===== src/rtl/ftransform_mb_sched.sv =====
// ftransform_mb_sched
//   Runs one shared 4x4 forward-DCT unit over every residual block of a
//   macroblock. Blocks are read from the block buffer, passed to the
//   transform, captured into a small FWFT coefficient FIFO and drained in
//   block order to the quantiser over a valid/ready handshake.
//
// Ports
//   clk, rst_n        clock, asynchronous active-low reset
//   mb_start_i        pulse: process one MB (ignored while busy_o)
//   busy_o, mb_done_o MB in progress / single-cycle completion pulse
//   rd_en_o, rd_idx_o block read request and its index
//   rd_src_i/rd_ref_i block pixels, valid one cycle after rd_en_o
//   ft_start_o        transform start, rd_en_o delayed one cycle
//   ft_src_o/ft_ref_o pixel passthrough to the transform
//   ft_out_i/ft_done_i transform result and its strobe
//   coef_*            FIFO head towards the quantiser
module ftransform_mb_sched #(
    parameter int I_WIDTH    = 8,
    parameter int O_WIDTH    = 12,
    parameter int NUM_BLK    = 16,
    parameter int FIFO_DEPTH = 4
) (
    input  logic                 clk,
    input  logic                 rst_n,
    input  logic                 mb_start_i,
    output logic                 busy_o,
    output logic                 mb_done_o,
    output logic                 rd_en_o,
    output logic [3:0]           rd_idx_o,
    input  logic [I_WIDTH*16-1:0] rd_src_i,
    input  logic [I_WIDTH*16-1:0] rd_ref_i,
    output logic                 ft_start_o,
    output logic [I_WIDTH*16-1:0] ft_src_o,
    output logic [I_WIDTH*16-1:0] ft_ref_o,
    input  logic [O_WIDTH*16-1:0] ft_out_i,
    input  logic                 ft_done_i,
    output logic                 coef_valid_o,
    input  logic                 coef_ready_i,
    output logic [O_WIDTH*16-1:0] coef_data_o,
    output logic [3:0]           coef_idx_o,
    output logic                 coef_last_o
);
    localparam int PW = $clog2(FIFO_DEPTH);
    localparam int CW = PW + 1;
    localparam int DW = O_WIDTH * 16;
    localparam int EW = DW + 4;

    typedef enum logic [1:0] {IDLE, ISSUE, DRAIN, DONE} state_t;

    state_t          state_q;
    logic [4:0]      issued_q;
    logic [3:0]      cap_idx_q;
    logic [2:0]      inflight_q;
    logic            ft_start_q;

    logic [FIFO_DEPTH-1:0][EW-1:0] mem_q;
    logic [PW-1:0]   wr_ptr_q, rd_ptr_q;
    logic [CW-1:0]   cnt_q;

    logic            push, pop, rd_en;
    logic [CW+1:0]   credit;

    assign pop  = coef_valid_o & coef_ready_i;
    // A stray ft_done with nothing outstanding would corrupt block order.
    assign push = ft_done_i & (inflight_q != 3'd0);

    // Reserve a FIFO slot for every block already in the transform, so the
    // transform pipeline never needs back-pressure.
    assign credit = (CW+2)'(cnt_q) - (CW+2)'(pop) + (CW+2)'(inflight_q);

    always_comb begin
        rd_en = 1'b0;
        if (state_q == ISSUE && issued_q < 5'(NUM_BLK) && credit < (CW+2)'(FIFO_DEPTH))
            rd_en = 1'b1;
    end

    assign rd_en_o      = rd_en;
    assign rd_idx_o     = issued_q[3:0];
    assign ft_start_o   = ft_start_q;
    assign ft_src_o     = rd_src_i;
    assign ft_ref_o     = rd_ref_i;
    assign busy_o       = (state_q != IDLE);
    assign mb_done_o    = (state_q == DONE);
    assign coef_valid_o = (cnt_q != '0);
    assign coef_data_o  = mem_q[rd_ptr_q][EW-1:4];
    assign coef_idx_o   = mem_q[rd_ptr_q][3:0];
    assign coef_last_o  = coef_valid_o & (coef_idx_o == 4'(NUM_BLK-1));

    always_ff @(posedge clk or negedge rst_n) begin
        if (!rst_n) begin
            state_q    <= IDLE;
            issued_q   <= '0;
            cap_idx_q  <= '0;
            inflight_q <= '0;
            ft_start_q <= 1'b0;
        end else begin
            ft_start_q <= rd_en;
            inflight_q <= inflight_q + 3'(rd_en) - 3'(push);
            if (rd_en) issued_q <= issued_q + 5'd1;
            if (push)  cap_idx_q <= cap_idx_q + 4'd1;
            case (state_q)
                IDLE: if (mb_start_i) begin
                    state_q   <= ISSUE;
                    issued_q  <= '0;
                    cap_idx_q <= '0;
                end
                ISSUE: if (issued_q == 5'(NUM_BLK)) state_q <= DRAIN;
                DRAIN: if (pop && coef_last_o)      state_q <= DONE;
                DONE:  state_q <= IDLE;
                default: state_q <= IDLE;
            endcase
        end
    end

    always_ff @(posedge clk or negedge rst_n) begin
        if (!rst_n) begin
            mem_q    <= '0;
            wr_ptr_q <= '0;
            rd_ptr_q <= '0;
            cnt_q    <= '0;
        end else begin
            if (push) begin
                mem_q[wr_ptr_q] <= {ft_out_i, cap_idx_q};
                wr_ptr_q        <= wr_ptr_q + PW'(1);
            end
            if (pop) rd_ptr_q <= rd_ptr_q + PW'(1);
            cnt_q <= cnt_q + CW'(push) - CW'(pop);
        end
    end

endmodule


===== config.mk =====
export PLATFORM = sky130hd
export DESIGN_NAME = ftransform_mb_sched
export DESIGN_NICKNAME = d
export VERILOG_FILES = /design/src/rtl/ftransform_mb_sched.sv
export SDC_FILE = /design/constraint.sdc
export NUM_CORES = 1
export LEC_CHECK = 0
export ABC_AREA = 1
export CAP_MARGIN = 20
export CORE_AREA = 2 2 361 363
export DETAILED_ROUTE_END_ITERATION = 12
export DIE_AREA = 0 0 363 365
export GPL_ROUTABILITY_DRIVEN = 1
export PLACE_DENSITY = 0.64
export SLEW_MARGIN = 15
export SYNTH_ARGS = -nofsm -noshare
export SYNTH_HDL_FRONTEND = slang
export SYNTH_SLANG_ARGS = --single-unit

===== constraint.sdc =====
create_clock -name clk -period 3.9 [get_ports clk]
set_clock_uncertainty 0.1 [all_clocks]
set_input_delay 0.585 -clock clk [delete_from_list [all_inputs] [get_ports clk]]
set_output_delay 0.585 -clock clk [all_outputs]
set_load 0.05 [all_outputs]

* Word-level counts from Yosys, hierarchy flattened
Index checks and enable logic that the tools add are counted.
Cells by class: add/sub/neg operators 10, $lt $le $gt $ge 5, equal/unequal tests 8, muxes and demuxes 16, bitwise operators 3, reductions and logical operators 9
Operators by type and width (count):
- 784-bit bitwise mux | 1
- 196-bit binary-select mux with 2-bit select | 1
- 196-bit demux with 2-bit select | 1
- 196-bit two-way mux | 2
- 5-bit two-way mux | 3
- 4-bit two-way mux | 3
- 2-bit one-hot mux with 4 select lines | 1
- 3-bit by 1-bit adder with 3-bit output | 2
- 2-bit by 3-bit < comparator with 1-bit output, second input constant | 2
- 2-bit two-way mux | 3
- 3-bit nonzero test | 2
- 3-bit by 1-bit subtractor with 3-bit output | 2
- 4-bit by 4-bit adder with 5-bit output | 1
- 5-bit by 1-bit adder with 5-bit output, second input constant | 1
- 5-bit equality test, second input constant | 1
- 5-bit by 3-bit < comparator with 1-bit output, second input constant | 1
- 5-bit < comparator, second input constant | 1
- 2-bit by 1-bit adder with 2-bit output, second input constant | 2
- 4-bit by 1-bit adder with 4-bit output, second input constant | 1
- 2-bit equality test, second input constant | 2
- 4-bit equality test, second input constant | 1
- 1-bit logical AND | 4
- 2-bit != test, second input constant | 2
- 3-bit by 1-bit subtractor with 4-bit output | 1
- other kinds (8) | 10
Storage, ports and cells: bits in registers 806, input bits 453, output and inout port bits 462, word-level logic and storage cells 63

* Depth between registers and ports, before layout
depth after elaboration 10, depth in mapped cells 18, mapped depth without buffers 18

* Least setup slack after synthesis
Ideal clock, no wire load.
path type input port to output port, start point in coef_ready_i, end point out rd_en_o, arrival time 2.362 ns, data required time 3.215 ns, setup slack 0.853 ns, stages 11, buffers on the path 0, cell sequence nand3_1 inv_1 ha_1 xor2_1 ha_1 or2_1 nand2_1 inv_1 nor2_1 nand2_1 inv_1
On the way: word-level cells in the longest chain between the ends 6
Ends and longest elaborated chain:
- start: declaration | RTL line 38 | input logic coef_ready_i,
- 1-bit bitwise AND | RTL line 63 | assign pop = coef_valid_o & coef_ready_i;
- 3-bit by 1-bit subtractor with 4-bit output | RTL line 69 | assign credit = (CW+2)'(cnt_q) - (CW+2)'(pop) + (CW+2)'(inflight_q);
- 4-bit by 4-bit adder with 5-bit output | RTL line 69
- 5-bit by 3-bit < comparator with 1-bit output | RTL line 73 | if (state_q == ISSUE && issued_q < 5'(NUM_BLK) && credit < (CW+2)'(FIFO_DEPTH))
- 1-bit logical AND | RTL line 73
- 1-bit two-way mux | RTL line 73
- end: declaration | RTL line 28 | output logic rd_en_o,
No other way between the ends.

* Worst setup path after layout
start point reg rd_ptr_q[0], end point out coef_data_o[96]
On the way: word-level cells in the longest chain between the ends 2
Ends and longest elaborated chain:
- start: declaration | RTL line 57 | logic [PW-1:0] wr_ptr_q, rd_ptr_q;
- start signal: assignment | RTL line 126 | if (pop) rd_ptr_q <= rd_ptr_q + PW'(1);
- 196-bit binary-select mux with 2-bit select | RTL line 85 | assign coef_data_o = mem_q[rd_ptr_q][EW-1:4];
- 196-bit two-way mux
- end: declaration | RTL line 39 | output logic [O_WIDTH*16-1:0] coef_data_o,
No other way between the ends. The select of a mux whose other input is x is not followed.

==> results.sh <==
export IMPL_fmax_ghz=0.2715
export IMPL_setup_ws_ns=0.2162
export IMPL_antenna_found_initial=17
export IMPL_tns_ns=0
export IMPL_peakVddDrop_v=0.0007725
export IMPL_synth_distinct_cells=30
export IMPL_hold_violations=0
export IMPL_place_worst_setup_slack_ns=0.1335
export IMPL_drt_iter0_markers=1631
export IMPL_dp_cells=4917
export IMPL_pin_count=915
export IMPL_cts_buffers=93
export IMPL_nets=3812
export IMPL_first_global_vias=25530
export IMPL_tightest_slew_ns=0.8693
export IMPL_start_kind="flip-flop"
export IMPL_avgRoutedWirePerCell_um=27.46
export IMPL_critPathKind="reg2out"
export IMPL_cts_sinks=806
export IMPL_period_share=0.9446
export IMPL_syn_area_per_cell_um2=12.55
export IMPL_root_buffer="clkbuf_16"
export IMPL_remaining_drc_errors=0
export IMPL_yosys_area_top_type_share=0.5014
export IMPL_htree_levels=3
export IMPL_seq_area_frac_synth=0.5014
export IMPL_finalWirelength_um=139700
export IMPL_crit_arrival_ns=3.00
export IMPL_cp_max_fo=51
export IMPL_clk_latency_ns=0.70
export IMPL_multiInputGateArea_mm2=0.01632
export IMPL_setup_viol=0
export IMPL_track_usage=0.2049
export IMPL_power_leakage_nw=20.90
export IMPL_grt_pass1_wl_um=196600
export IMPL_yosysWarnings=0
export IMPL_area_growth_pct=20.14
export IMPL_synthesis_area_mm2=0.04023
export IMPL_ys_seq_elements=806
export IMPL_grt_max_degree=115
export IMPL_row_count=132
export IMPL_cts_path_max_buffers=3
export IMPL_path_cells="inv_8 > buf_12 > buf_4 > o21ai_0 > o22ai_1 > buf_12"
export IMPL_post_cts_setup_buffer_count=0
export IMPL_start_util=0.3127
export IMPL_first_pass_iters=5
export IMPL_mostFrequentLayoutCells="804 x dfrtp_1, 536 x mux2_4, 404 x nor2_1"
export IMPL_yosys_area_top_type="dfrtp_1"
export IMPL_fp_dieH_um=365
export IMPL_dieArea_mm2=0.1325
export IMPL_critPathMaxStageDelay_ns=0.68
export IMPL_crit_path_end_kind="primary output"
export IMPL_clkTransAtPathRegs_ns=0.06
export IMPL_portBuffers=402
export IMPL_power_density_mw_per_mm2=1144
export IMPL_tritoncts="yes"
export IMPL_slew_headroom=0.4204
export IMPL_regArea_mm2=0.02018
export IMPL_syn_instance_count=3205
export IMPL_routabilityCongestion=0.8955
export IMPL_num_fill_cells=12130
export IMPL_dp_hpwl_um=101900
export IMPL_rr_startpoint="cnt_q[1]"
export IMPL_die_w_um=363
export IMPL_final_common_cell="dfrtp_1"
export IMPL_worstPathRequired_ns=3.21
export IMPL_coreArea_mm2=0.1287
export IMPL_detail_route_antenna_nets=0
export IMPL_fin_crit_ns=3.684
export IMPL_syn_num_nets=3679
export IMPL_hp_class="reg2reg"
export IMPL_max_cap_violations=0
export IMPL_status="complete, no violations"
export IMPL_layout_drive_gt1_share=0.3659
export IMPL_cpMostUsedCell="buf_12"
export IMPL_min_from="mem_q[237]"
export IMPL_crit_slowest_cell="dfrtp_4"
export IMPL_instances_no_fill=5088
export IMPL_synth_area_top_cells="dfrtp_1 50%, mux2_4 20%, mux2_2 6.9%"
export IMPL_cp_startpoint="rd_ptr_q[0]"
export IMPL_vias=25370
export IMPL_avgViaCountPerCell=4.986
export IMPL_slew_viol_final=0
export IMPL_grt_ovfl_total=0
kinds of logic (layout without fill, tap and decap cells):
logic type | count (synthesis) | count (layout) | share of synthesized area
buffers and inverters | 517 | 720 | 0.09327
AOI/OAI and AO/OA | 593 | 593 | 0.07974
muxes | 782 | 782 | 0.2689
and+or+nand+nor | 475 | 475 | 0.04743
other | 0 | 5 | 0
DFF | 806 | 806 | 0.5014
xor gates and xnor gates | 11 | 11 | 0.002395
adders and majority gates | 21 | 21 | 0.006905
metrics by stage:
step / hold slack [ns] / util / instance area (um2) / power (mW)
5_1_grt: 0.4088 / 0.3757 / 48330 / 58.09
2_1_floorplan: 0.1894 / - / 40230 / 35.57
3_3_place_gp: 0.3836 / 0.3516 / 45230 / 46.12
4_1_cts: 0.3869 / 0.3755 / 48310 / 55.67
6_report: 0.3972 / 0.3757 / 48330 / 55.30
3_5_place_dp: 0.3867 / 0.3516 / 45230 / 46.44
flip-flops by register name (all words and copies together) (netlist names):
signal      flops
wr_ptr_q        2
rd_ptr_q        2
state_q         2
cap_idx_q       4
mem_q         784
issued_q        5
ft_start_o      1
inflight_q      3
cnt_q           3
worst max-delay path: cells and delay by family (launching register included):
kind	cells	cell delay, ns
DFF	1	0.68
AOI/OAI and AO/OA	2	0.43
buffers and inverters	4	1.09
routing by layer:
metal / vias to the layer above / wire length [um] / global-route usage
met5: - / 651 / 0.02578
met4: 26 / 6089 / 0.08990
met3: 244 / 23310 / 0.1502
met2: 1121 / 65090 / 0.3267
met1: 12830 / 44590 / 0.1979
li1: 11150 / - / -
final timing paths:
check / endpoint / slack, ns / cells after the start
max in group asynchronous: mem_q[274] / 2.15 / 3
worst max-delay path: coef_data_o[96] / 0.22 / 6
min in group asynchronous: mem_q[385] / 0.43 / 2
worst min register to register: mem_q[237] / 0.40 / 1
worst min-delay path: mem_q[237] / 0.40 / 1
worst max register to register: inflight_q[2] / 0.80 / 15
Yosys cell counts (all sizes together):
cell type / count
a21oi: 7
and3: 1
buf: 381
clkbuf: 93
dfrtp: 806
fa: 2
ha: 19
inv: 43
mux2: 782
nand2: 43
nand3: 14
nand3b: 1
nand4: 4
nor2: 409
o21ai: 394
o22ai: 192
or2: 3
xnor2: 1
xor2: 10
layout make-up:
cell class                      count  share of cell area
Clock buffer                      137             0.05571
Clock inverter                     28            0.007766
Tap cell                         1675             0.04336
Inverter                           43            0.003598
Antenna cell                        5           0.0002589
Timing Repair Buffer              512              0.1342
Multi-Input combinational cell   1882              0.3376
Sequential cell                   806              0.4174
where the power goes:
part / total, mW / internal [mW] / switching [mW] / leakage, nW
clock network: 8.91 / 5.23 / 3.68 / 1.50
logic: 31.4 / 14.6 / 16.8 / 9.81
registers: 15.0 / 12.7 / 2.34 / 9.59
total: 55.3 / 32.5 / 22.8 / 20.9
repair_timing:
action | in CTS | in global routing
gates resized for setup | 2 | 4
endpoints found under the hold margin | 54 | 0
hold buffers | 1 | 0
pin swaps | 0 | 1
setup endpoints to repair | 1 | 1
Power figures use the tool's default switching activity.
